===== config.mk =====
export PLATFORM = sky130hd
export DESIGN_NAME = bus_arbiter
export DESIGN_NICKNAME = d
export VERILOG_FILES = /design/src/rtl/bus_arbiter_pkg.sv /design/src/rtl/bus_arbiter_rr_pick.sv /design/src/rtl/bus_arbiter.sv
export SDC_FILE = /design/constraint.sdc
export NUM_CORES = 1
export LEC_CHECK = 0
export BUFFER_PORTS_ARGS = -buffer_cell sky130_fd_sc_hd__buf_2
export CAP_MARGIN = 20
export CELL_PAD_IN_SITES_DETAIL_PLACEMENT = 0
export CELL_PAD_IN_SITES_GLOBAL_PLACEMENT = 1
export CORE_UTILIZATION = 35
export CTS_CLUSTER_DIAMETER = 50
export DETAILED_ROUTE_END_ITERATION = 6
export PLACE_DENSITY_LB_ADDON = 0.2
export SETUP_SLACK_MARGIN = 0.02
export SKIP_CTS_REPAIR_TIMING = 1
export SKIP_LAST_GASP = 1
export SYNTH_ARGS = -nofsm -noshare
export SYNTH_HDL_FRONTEND = slang
export SYNTH_SLANG_ARGS = --single-unit

===== constraint.sdc =====
create_clock -name clk -period 2.83 [get_ports clk]
set_input_delay 0.566 -clock clk [delete_from_list [all_inputs] [get_ports clk]]
set_output_delay 0.566 -clock clk [all_outputs]
set_load 0.02 [all_outputs]

===== src/rtl/bus_arbiter_pkg.sv =====
// Processor-wide datapath definitions shared by the bus arbiter and its users.
// Provides the arbiter state encoding, bus width, default register file
// sizing and register index constants, plus an index-width helper.
package bus_arbiter_pkg;

  typedef enum logic [0:0] {
    IDLE = 1'b0,
    XFER = 1'b1
  } arb_state_t;

  localparam int unsigned BUS_W         = 24;
  localparam int unsigned N_REG_DEFAULT = 8;
  localparam int unsigned REG_IDX_W     = 3;
  localparam int unsigned AC_IDX        = 0;
  localparam int unsigned R1_IDX        = 1;

  // Width of an index able to address n items (minimum 1 bit).
  function automatic int unsigned idx_w(input int unsigned n);
    return (n > 1) ? int'($clog2(n)) : 1;
  endfunction

endpackage


===== src/rtl/bus_arbiter_rr_pick.sv =====
// Combinational masked round-robin picker.
// Ports:
//   elig  - eligible requesters
//   ptr   - highest-priority index; search wraps modulo N
//   win   - one-hot winner (zero when nothing is eligible)
//   valid - any requester eligible
module bus_arbiter_rr_pick
  import bus_arbiter_pkg::*;
#(
  parameter int unsigned N  = 3,
  parameter int unsigned PW = idx_w(N)
) (
  input  logic [N-1:0]  elig,
  input  logic [PW-1:0] ptr,
  output logic [N-1:0]  win,
  output logic          valid
);

  // Scan offsets 0..N-1 from ptr; first eligible hit wins.
  always_comb begin
    win   = '0;
    valid = 1'b0;
    for (int unsigned off = 0; off < N; off++) begin
      for (int unsigned i = 0; i < N; i++) begin
        if (!valid && elig[i] && (((32'(ptr) + off) % N) == i)) begin
          win[i] = 1'b1;
          valid  = 1'b1;
        end
      end
    end
  end

endmodule


===== src/rtl/bus_arbiter.sv =====
// Internal data bus arbiter: grants one requester per cycle a single
// register-to-register transfer, round-robin with bounded locked bursts.
// Ports:
//   clk, reset          - clock, synchronous active-high reset
//   req, lock           - per-requester request / back-to-back re-grant request
//   src_idx, dst_idx    - per-requester register indices (slice i = [i*REG_W +: REG_W])
//   dst_en              - per-requester destination write enable
//   gnt, done           - registered one-hot grant and coincident done pulse
//   bus_rd_en           - one-hot-or-zero register bus-read enables
//   reg_wr_en           - one-hot-or-zero register write strobes
//   err                 - granted index out of range
//   busy                - transfer in progress
module bus_arbiter
  import bus_arbiter_pkg::*;
#(
  parameter int unsigned N_REQ    = 3,
  parameter int unsigned N_REG    = N_REG_DEFAULT,
  parameter int unsigned REG_W    = REG_IDX_W,
  parameter int unsigned MAX_LOCK = 4
) (
  input  logic                   clk,
  input  logic                   reset,
  input  logic [N_REQ-1:0]       req,
  input  logic [N_REQ-1:0]       lock,
  input  logic [N_REQ*REG_W-1:0] src_idx,
  input  logic [N_REQ*REG_W-1:0] dst_idx,
  input  logic [N_REQ-1:0]       dst_en,
  output logic [N_REQ-1:0]       gnt,
  output logic [N_REQ-1:0]       done,
  output logic [N_REG-1:0]       bus_rd_en,
  output logic [N_REG-1:0]       reg_wr_en,
  output logic                   err,
  output logic                   busy
);

  localparam int unsigned PW  = idx_w(N_REQ);
  localparam int unsigned LCW = idx_w(MAX_LOCK + 1);

  arb_state_t       state_q, state_d;
  logic [PW-1:0]    rr_ptr_q, rr_ptr_d;
  logic [PW-1:0]    cur_q, cur_d;
  logic [LCW-1:0]   lock_cnt_q, lock_cnt_d;

  logic [N_REQ-1:0] elig, rr_win, win;
  logic             rr_valid, relock, any;
  logic [PW-1:0]    win_idx;
  logic [REG_W-1:0] sel_src, sel_dst;
  logic             sel_den, src_ok, dst_ok;

  logic [N_REQ-1:0] gnt_d;
  logic [N_REG-1:0] rd_d, wr_d;
  logic             err_d;

  // Mask the requester being served now unless it may keep a locked burst.
  always_comb begin
    relock = 1'b0;
    elig   = req;
    for (int unsigned i = 0; i < N_REQ; i++) begin
      if ((state_q == XFER) && (cur_q == PW'(i))) begin
        relock = req[i] && lock[i] && (32'(lock_cnt_q) < MAX_LOCK);
        if (!relock) begin
          elig[i] = 1'b0;
        end
      end
    end
  end

  bus_arbiter_rr_pick #(
    .N  (N_REQ),
    .PW (PW)
  ) u_rr_pick (
    .elig  (elig),
    .ptr   (rr_ptr_q),
    .win   (rr_win),
    .valid (rr_valid)
  );

  // Next state, bookkeeping and next registered outputs.
  always_comb begin
    state_d    = IDLE;
    rr_ptr_d   = rr_ptr_q;
    cur_d      = cur_q;
    lock_cnt_d = lock_cnt_q;
    gnt_d      = '0;
    rd_d       = '0;
    wr_d       = '0;
    err_d      = 1'b0;
    sel_src    = '0;
    sel_dst    = '0;
    sel_den    = 1'b0;
    win_idx    = '0;

    // Locked re-grant bypasses the round-robin choice.
    win = relock ? (N_REQ'(1) << cur_q) : rr_win;
    any = relock || rr_valid;

    for (int unsigned i = 0; i < N_REQ; i++) begin
      if (win[i]) begin
        win_idx = PW'(i);
        sel_src = src_idx[i*REG_W +: REG_W];
        sel_dst = dst_idx[i*REG_W +: REG_W];
        sel_den = dst_en[i];
      end
    end

    src_ok = (32'(sel_src) < N_REG);
    dst_ok = (32'(sel_dst) < N_REG);

    if (any) begin
      state_d    = XFER;
      gnt_d      = win;
      cur_d      = win_idx;
      rr_ptr_d   = (32'(win_idx) == (N_REQ - 1)) ? '0 : win_idx + PW'(1);
      lock_cnt_d = relock ? lock_cnt_q + LCW'(1) : LCW'(1);
      err_d      = !src_ok || (sel_den && !dst_ok);
      for (int unsigned r = 0; r < N_REG; r++) begin
        rd_d[r] = src_ok && (32'(sel_src) == r);
        wr_d[r] = sel_den && dst_ok && (32'(sel_dst) == r);
      end
    end
  end

  // State and output registers.
  always_ff @(posedge clk) begin
    if (reset) begin
      state_q    <= IDLE;
      rr_ptr_q   <= '0;
      cur_q      <= '0;
      lock_cnt_q <= '0;
      gnt        <= '0;
      done       <= '0;
      bus_rd_en  <= '0;
      reg_wr_en  <= '0;
      err        <= 1'b0;
      busy       <= 1'b0;
    end else begin
      state_q    <= state_d;
      rr_ptr_q   <= rr_ptr_d;
      cur_q      <= cur_d;
      lock_cnt_q <= lock_cnt_d;
      gnt        <= gnt_d;
      done       <= gnt_d;
      bus_rd_en  <= rd_d;
      reg_wr_en  <= wr_d;
      err        <= err_d;
      busy       <= (state_d == XFER);
    end
  end

endmodule


==> results of run 1 <==
layout make-up:
class                   count  area [um^2]  area share [%]
inverters                   6         22.5            1.23
flip-flops and latches     26          520            28.3
repair buffers             63          345            18.8
well taps                  48         60.1            3.27
clock buffers               4         55.1            3.00
multi-input cells         111          833            45.4
cell usage after synthesis (2+ instances only):
cell,number,area share (%)
o21ai_1,2,0.71
nand3_1,2,0.71
a21oi_1,6,2.1
a311o_1,2,1.4
dfxtp_1,26,37
a221o_2,2,1.6
o21ai_0,2,0.71
a31oi_1,3,1.3
a221oi_1,2,1.2
buf_4,4,2.1
nand3b_1,3,1.6
a22oi_1,2,1.1
nor3b_1,4,2.1
o21a_1,2,1.1
nor2b_1,4,1.8
nor4b_1,2,1.2
a21o_1,2,1.1
o311ai_0,2,1.2
o311a_2,2,1.6
inv_1,6,1.6
a211oi_1,4,2.1
and3b_1,3,1.9
nor4_1,4,1.8
nor2_1,9,2.4
ha_1,3,2.7
nand2_1,5,1.3
nor3_1,13,4.6
critical path, delay by kind of cell (launching register included):
kind                     cells  cell delay (ps)
AO/OA/AOI/OAI                4             1110
adder cells (fa/ha/maj)      1              430
buffers and inverters        1              210
flip-flops                   1              400
AND/OR/NAND/NOR              2              340
routing by layer:
| layer | vias up | track usage [%] | wire length [um] |
|---|---|---|---|
| met5 | - | 0 | 0 |
| met3 | 2 | 4.34 | 207 |
| met4 | 0 | 2.45 | 8 |
| met2 | 40 | 28.9 | 1710 |
| met1 | 674 | 25.0 | 1710 |
| li1 | 717 | - | - |
final timing paths:
kind,to,cells past startpoint
worst min register to register,lock_cnt_q[0],1
worst max register to register,reg_wr_en[0],8
worst max-delay path,reg_wr_en[0],8
worst min-delay path,lock_cnt_q[0],1
power groups by stage:
stage | clock, W | combinational [W] | sequential, W
3_3_place_gp | 0 | 0.000888 | 0.000487
6_report | 0.000229 | 0.000922 | 0.000483
3_5_place_dp | 0 | 0.000887 | 0.000492
4_1_cts | 0.000237 | 0.000891 | 0.000484
5_1_grt | 0.000252 | 0.00101 | 0.000493
2_1_floorplan | 0 | 0.000549 | 0.000548
logic make-up after synthesis:
kind of cell / Yosys count / share of synthesized area, %
and+or+nand+nor: 56 / 24.2
AOI/OAI and AO/OA: 51 / 31.5
DFF: 26 / 37.1
buffers and inverters: 12 / 4.37
adders and majority gates: 3 / 2.67
other: 1 / 0.267
state kept, by name (all words and copies together), names as in the netlist:
signal	count
state_q	1
cur_q	1
rr_ptr_q	2
lock_cnt_q	3
done	3
reg_wr_en	8
bus_rd_en	8
per-stage QoR:
step	area (um^2)	instances
after floorplan	1400	149
after global placement	1760	253
after detailed placement	1760	253
after CTS	1820	257
after global routing	1840	258
final	1840	258
==> run metrics, run 1 <==
overall power 0.00163 W; Critical Path AT 2750 ps; Cells after Synth 149; Fmax 388 MHz; antenna violations before repair 0; worst r2r src rr_ptr_q[1]; Clock Path Buffers 2; Critical Path Sink Type register; Util after Layout 49.1%; CTS H-tree depth 1; # rows 22; slowest stage delay, CP 460 ps; outcome completed; final hold slack 488 ps; Final min period 2580 ps; Worst-Margin Slew 532 ps; commonest non-fill, non-tap cell in the layout buf_2; clk_lat worst skew 260 ps; PD cells 889 nW/um^2; HPWL reported at the end of detailed placement 3.00 mm; Core Box Area 3740 um^2; r2r setup slk 250 ps; Syn. warnings 0; crit path max fanout 10; RSZ-0062 raised after global routing false; number of synthesized flops with an enable pin 0; register area share after synthesis 37.1%; final worst setup slack 250 ps; cells along the critical path ha_1 -> nor2_1 -> o311ai_0 -> o2111ai_1 -> buf_4 -> a211oi_1 -> a311oi_4 -> nor4b_1; CP startpoint kind register; I/O Buffers 51; setup TNS 0 ps; global-route wire length before repair 6.07 mm; worst hold start lock_cnt_q[0]; Syn-to-layout area delta 30.8%; Flop pwr share 29.5%; Sw Pwr 0.000683 W; drt via density 5.55; grt total ovfl 0; CTS root buf clkbuf_8; Routed WL 3.63 mm; Initial Util 37.5%; clk sinks 26; first-iteration detailed-routing DRC count 76; final setup fails 0; chip width 65.3 um; most frequent cells in the layout buf_2, dfxtp_1, nor3_1, buf_4, nor2_1; worst path required time 3000 ps; post-route ant nets 0; gr usage total 18.1%; fin crit share 91.1%; maxcap violations 0; Slew Limit Fails 0; syn avg cell area 9.42 um^2; Lkg Pwr 0.813 nW; combinational fraction of design power 56.4%; Sw Share 41.8%; Rel. slew slack 64.0%; # DRC 0; Final Hold Vio Count 0; Diodes inserted 0; vias in the first global route 1,335; Main synth FF type dfxtp_1; count of different cell masters after synthesis 55; Synth Cell Area 1400 um^2; clk_skew 3.98 ps; crit path kind reg2reg; io pins 53; pin count of the biggest net entering global routing 15; Cell Int Power 0.000951 W; fin nets 243; min-delay worst type reg2reg; Die H 65.3 um; die area 4270 um^2; number of fill cells 373; setup slack after placement 61.7 ps; CTS tree done; peak supply drop 0.000415 V; CP max-delay cell a211oi_1; Crit. Startpoint rr_ptr_q[1]; layout cells sized above 1 39.0%; syn_nets 181; asr flop ratio synth 0%; total number of vias 1,433; clock network power share 14.0%; CTS Buf Count 3; Seq cells post-synth 26; RD Place Congestion 0.854; clk slew on worst S/H paths 80 ps; wire per inst 14.1 um; DR pass1 iterations 4
No activity file was read; power rests on OpenSTA's default activity.
==> run 2: changes to the inputs <==
--- a/config.mk
+++ b/config.mk
@@ -9,10 +9,11 @@
 export CAP_MARGIN = 20
 export CELL_PAD_IN_SITES_DETAIL_PLACEMENT = 0
 export CELL_PAD_IN_SITES_GLOBAL_PLACEMENT = 1
+export CORE_ASPECT_RATIO = 0.8
 export CORE_UTILIZATION = 35
 export CTS_CLUSTER_DIAMETER = 50
 export DETAILED_ROUTE_END_ITERATION = 6
-export PLACE_DENSITY_LB_ADDON = 0.2
+export PLACE_DENSITY = 0.86
 export SETUP_SLACK_MARGIN = 0.02
 export SKIP_CTS_REPAIR_TIMING = 1
 export SKIP_LAST_GASP = 1
==> run 2 against run 1 <==
Against the previous run: sequential power decreased by 1%; register-to-register slack about the same; hold slack improved by 5.7 ps; combinational power about the same; final area rose by 1.4%; routed wire length grew 1.1%; global-route usage increased by 0.27 points; first-iteration DRC count is 14% higher; clock power up 30%; die area is essentially flat; utilization shrank 0.44 points; worst setup slack got worse by 9.1 ps.
==> run metrics, run 2 (synthesis results as in run 1) <==
outcome completed (unchanged); post-route ant nets 0 (unchanged); crit path max fanout 7 (was 10); die area 4270 um^2 (about the same); antenna violations before repair 0 (unchanged); clk_skew 5.33 ps (was 3.98 ps); io pins 53 (unchanged); combinational fraction of design power 54.2% (was 56.4%); CTS root buf clkbuf_8 (unchanged); Rel. slew slack 60.7% (was 64.0%); crit path buf inv count 1 (unchanged); RSZ-0062 raised after global routing false (unchanged); cells along the critical path buf_4 -> nand3b_1 -> o21a_1 -> a2111oi_2 -> o311ai_1 -> a311oi_4 -> and4bb_1 (was ha_1 -> nor2_1 -> o311ai_0 -> o2111ai_1 -> buf_4 -> a211oi_1 -> a311oi_4 -> nor4b_1); Syn-to-layout area delta 32.6% (was 30.8%); I/O Buffers 51 (unchanged); most frequent cells in the layout buf_2, dfxtp_1, nor3_1, buf_4, nor2_1 (unchanged); maxcap violations 0 (unchanged); global-route wire length before repair 6.04 mm (was 6.07 mm); drt via density 5.44 (was 5.55); CTS tree done (unchanged); Lkg Pwr 0.820 nW (was 0.813 nW); CTS H-tree depth 1 (unchanged); CP top delay family compound AO/OA/AOI/OAI gates (unchanged); setup TNS 0 ps (unchanged); total number of vias 1,441 (was 1,433); Final Hold Vio Count 0 (unchanged); DR pass1 iterations 4 (unchanged); Placed Area 1780 um^2 (was 1760 um^2); clock network power share 17.6% (was 14.0%); Critical Path AT 2800 ps (was 2750 ps); peak supply drop 0.000436 V (was 0.000415 V); CP max-delay cell a2111oi_2 (was a211oi_1); Initial Util 36.7% (was 37.5%); Metal-1 WL 1.76 mm (was 1.71 mm); vias in the first global route 1,298 (was 1,335); pin count of the biggest net entering global routing 16 (was 15); CTS Buf Count 3 (unchanged); fin nets 243 (unchanged); Regs by FF count bus_rd_en: 8 flops, reg_wr_en: 8 flops (unchanged); # DRC 0 (unchanged); chip width 72.8 um (was 65.3 um); min-delay worst type reg2reg (unchanged); Final min period 2590 ps (was 2580 ps); final setup fails 0 (unchanged); Die H 58.6 um (was 65.3 um); Critical Path Sink Type register (unchanged); fin crit share 91.5% (was 91.1%); slowest stage delay, CP 620 ps (was 460 ps); final instance area 1860 um^2 (was 1840 um^2); DR WL met2 1.69 mm (was 1.71 mm); wire per inst 13.9 um (was 14.1 um); Slew Limit Fails 0 (unchanged); layout cells sized above 1 39.0% (unchanged); Sw Pwr 0.000686 W (was 0.000683 W); grt total ovfl 0 (unchanged); Top Metal Used met4 (unchanged); commonest non-fill, non-tap cell in the layout buf_2 (unchanged); PD cells 910 nW/um^2 (was 889 nW/um^2); Worst-Margin Slew 589 ps (was 532 ps); Diodes inserted 0 (unchanged); HPWL reported at the end of detailed placement 2.88 mm (was 3.00 mm); clk_lat worst skew 270 ps (was 260 ps); Cell Int Power 0.00101 W (was 0.000951 W); first-iteration detailed-routing DRC count 87 (was 76); CP startpoint kind register (unchanged); # rows 20 (was 22); crit path kind reg2reg (unchanged); RD Place Congestion 0.822 (was 0.854); Sw Share 40.5% (was 41.8%); Flop pwr share 28.2% (was 29.5%); Core Box Area 3830 um^2 (was 3740 um^2); Clock Path Buffers 2 (unchanged); clk sinks 26 (unchanged); worst path required time 3040 ps (was 3000 ps); Fmax 386 MHz (was 388 MHz); Routed WL 3.67 mm (was 3.63 mm); met3 routed wirelength 211 um (was 207 um); gr usage total 18.3% (was 18.1%); clk slew on worst S/H paths 80 ps (about the same)
-- run 2: through the flow --
step | hold WS [ps] | setup slack, ps | instances | util [%] | total power, W
finish | 493 | 241 | 265 | 48.6 | 0.00169
detailed placement | 468 | 91.7 | 261 | 46.5 | 0.00138
CTS | 485 | 195 | 265 | 48.3 | 0.00169
global route | 496 | 39.2 | 265 | 48.6 | 0.00182
floorplan | 439 | 258 | 149 | - | 0.00110
global placement | 473 | 167 | 261 | 46.5 | 0.00137
-- run 2: final cells by class --
class | count | area, um^2
Clock buffer | 3 | 41.3
Clock inverter | 1 | 30.0
Fill cell | 387 | 1970
Inverter | 6 | 22.5
Multi-Input combinational cell | 111 | 833
Sequential cell | 26 | 520
Tap cell | 55 | 68.8
Timing Repair Buffer | 63 | 345
-- run 2: power groups by stage --
| stage | sequential (W) | clock [W] | combinational [W] |
|---|---|---|---|
| detailed placement | 0.000485 | 0 | 0.000891 |
| finish | 0.000478 | 0.000298 | 0.000919 |
| CTS | 0.000478 | 0.000309 | 0.000899 |
| global placement | 0.000484 | 0 | 0.000887 |
| floorplan | 0.000548 | 0 | 0.000549 |
| global route | 0.000487 | 0.000326 | 0.00101 |
-- run 2: final timing paths --
check	start	end	slack (ps)	cells after the start
worst max-delay path	rr_ptr_q[1]	reg_wr_en[2]	240	7
worst min-delay path	lock_cnt_q[0]	lock_cnt_q[0]	490	1
worst max register to register	rr_ptr_q[1]	reg_wr_en[2]	240	7
worst min register to register	lock_cnt_q[0]	lock_cnt_q[0]	490	1
-- run 2: per-layer routing --
layer	up-vias	track usage [%]
met3	2	4.97
met4	0	2.52
met2	49	31.0
li1	722	-
met5	-	0
met1	668	24.1
==> run 3: changes to the inputs <==
--- a/config.mk
+++ b/config.mk
@@ -10,10 +10,10 @@
 export CELL_PAD_IN_SITES_DETAIL_PLACEMENT = 0
 export CELL_PAD_IN_SITES_GLOBAL_PLACEMENT = 1
 export CORE_ASPECT_RATIO = 0.8
-export CORE_UTILIZATION = 35
+export CORE_UTILIZATION = 30
 export CTS_CLUSTER_DIAMETER = 50
 export DETAILED_ROUTE_END_ITERATION = 6
-export PLACE_DENSITY = 0.86
+export PLACE_DENSITY = 0.76
 export SETUP_SLACK_MARGIN = 0.02
 export SKIP_CTS_REPAIR_TIMING = 1
 export SKIP_LAST_GASP = 1
==> run 3 against run 2 <==
Against the previous run: clock power decreased by 20%; hold slack improved by 0.62 ps; non-clock buffer count decreased by 2; largest power group unchanged.
==> run metrics, run 3 (synthesis results as in run 1) <==
vias in the first global route 1,268 (was 1,298); number of fill cells 439 (was 387); Critical Path Sink Type register (unchanged); RSZ-0062 raised after global routing false (unchanged); Initial Util 32.4% (was 36.7%); setup slack after placement 144 ps (was 91.7 ps); CTS H-tree depth 1 (unchanged); RD Place Congestion 0.939 (was 0.822); pin count of the biggest net entering global routing 15 (was 16); clk slew on worst S/H paths 90 ps (was 80 ps); Diodes inserted 0 (unchanged); Util after Layout 43.0% (was 48.6%); Core Box Area 4340 um^2 (was 3830 um^2); I/O Buffers 51 (unchanged); final worst setup slack 240 ps (was 241 ps); # DRC 0 (unchanged); # rows 21 (was 20); die area 4960 um^2 (was 4270 um^2); CP startpoint kind register (unchanged); CTS Buf Count 3 (unchanged); crit path max fanout 10 (was 7); HPWL reported at the end of detailed placement 3.04 mm (was 2.88 mm); Routed WL 3.79 mm (was 3.67 mm); CTS tree done (unchanged); clk_lat worst skew 270 ps (about the same); Rel. slew slack 58.5% (was 60.7%); min-delay worst type reg2reg (unchanged); Final min period 2590 ps (about the same); overall power 0.00164 W (was 0.00169 W); Lkg Pwr 0.807 nW (was 0.820 nW); Regs by FF count bus_rd_en: 8 flops, reg_wr_en: 8 flops (unchanged); clk_skew 2.49 ps (was 5.33 ps); crit path kind reg2reg (unchanged); grt total ovfl 0 (unchanged); global-route wire length before repair 6.04 mm (about the same); maxcap violations 0 (unchanged); final setup fails 0 (unchanged); gr usage total 15.8% (was 18.3%); Slew Limit Fails 0 (unchanged); Final Hold Vio Count 0 (unchanged); DR pass1 iterations 4 (unchanged); chip width 78.5 um (was 72.8 um); most frequent cells in the layout buf_2, dfxtp_1, nor3_1, buf_4, nor2_1 (unchanged); r2r setup slk 240 ps (about the same); wire per inst 14.3 um (was 13.9 um); Fmax 386 MHz (about the same); final instance area 1860 um^2 (about the same); Syn-to-layout area delta 32.7% (was 32.6%); worst path required time 3050 ps (was 3040 ps); clk sinks 26 (unchanged); Die H 63.2 um (was 58.6 um); total number of vias 1,404 (was 1,441); Clock Path Buffers 2 (unchanged); Worst-Margin Slew 613 ps (was 589 ps); fin crit share 91.5% (about the same); Critical Path AT 2810 ps (was 2800 ps); io pins 53 (unchanged); layout cells sized above 1 39.4% (was 39.0%); first-iteration detailed-routing DRC count 118 (was 87); CTS root buf clkbuf_8 (unchanged); drt via density 5.30 (was 5.44); outcome completed (unchanged); fin nets 241 (was 243); post-route ant nets 0 (unchanged); Placed Area 1770 um^2 (was 1780 um^2); commonest non-fill, non-tap cell in the layout buf_2 (unchanged); setup TNS 0 ps (unchanged); peak supply drop 0.000279 V (was 0.000436 V); antenna violations before repair 0 (unchanged); PD cells 883 nW/um^2 (was 910 nW/um^2)
[run 3: cell count changes in the layout (fill, tap and decap cells not counted)]
cell and change:
a211oi_2 +1, clkbuf_8 +1, o31ai_4 +1, a2111oi_4 +1
buf_4 -2, a21oi_2 +1, a211oi_1 -1, a21oi_1 -1
bufinv_16 -1, a2111oi_2 -1, o31ai_2 -1
[run 3: cell type report]
class | instances | area, um^2 | area share (%)
Clock buffer | 4 | 55.1 | 2.95
Inverter | 6 | 22.5 | 1.21
Multi-Input combinational cell | 111 | 863 | 46.3
Sequential cell | 26 | 520 | 27.9
Tap cell | 57 | 71.3 | 3.83
Timing Repair Buffer | 61 | 330 | 17.7
[run 3: critical path: stages (launching register included)]
cell       delay, ps
dfxtp_1          410
inv_1             90
ha_1             340
nor2_1            60
o311ai_0         290
o2111ai_1        240
buf_4            220
a21o_1           260
a311oi_4         380
and4b_1          240
[run 3: path summary, 6_finish.rpt]
kind,startpoint,to,depth (start not counted)
max,rr_ptr_q[1],reg_wr_en[6],9
min reg2reg,lock_cnt_q[0],lock_cnt_q[0],1
max reg2reg,rr_ptr_q[1],reg_wr_en[6],9
min,lock_cnt_q[0],lock_cnt_q[0],1
[run 3: per-stage QoR]
step                      hold WS [ps]  std cells
after floorplan                    439        149
after global placement             473        261
after detailed placement           484        261
after CTS                          499        265
after global routing               517        265
final                              494        265
[run 3: power by group]
| group | internal [W] | switching, W |
|---|---|---|
| clock network | 0.000124 | 0.000114 |
| logic | 0.000382 | 0.000546 |
| registers | 0.000436 | 0.0000427 |
[run 3: layer usage]
layer	vias to the layer above	GRT usage, %	share of wire, %
met3	5	3.19	5.4
met4	0	4.17	0.95
li1	715	-	-
met1	635	21.9	48
met5	-	0	0
met2	49	24.9	45
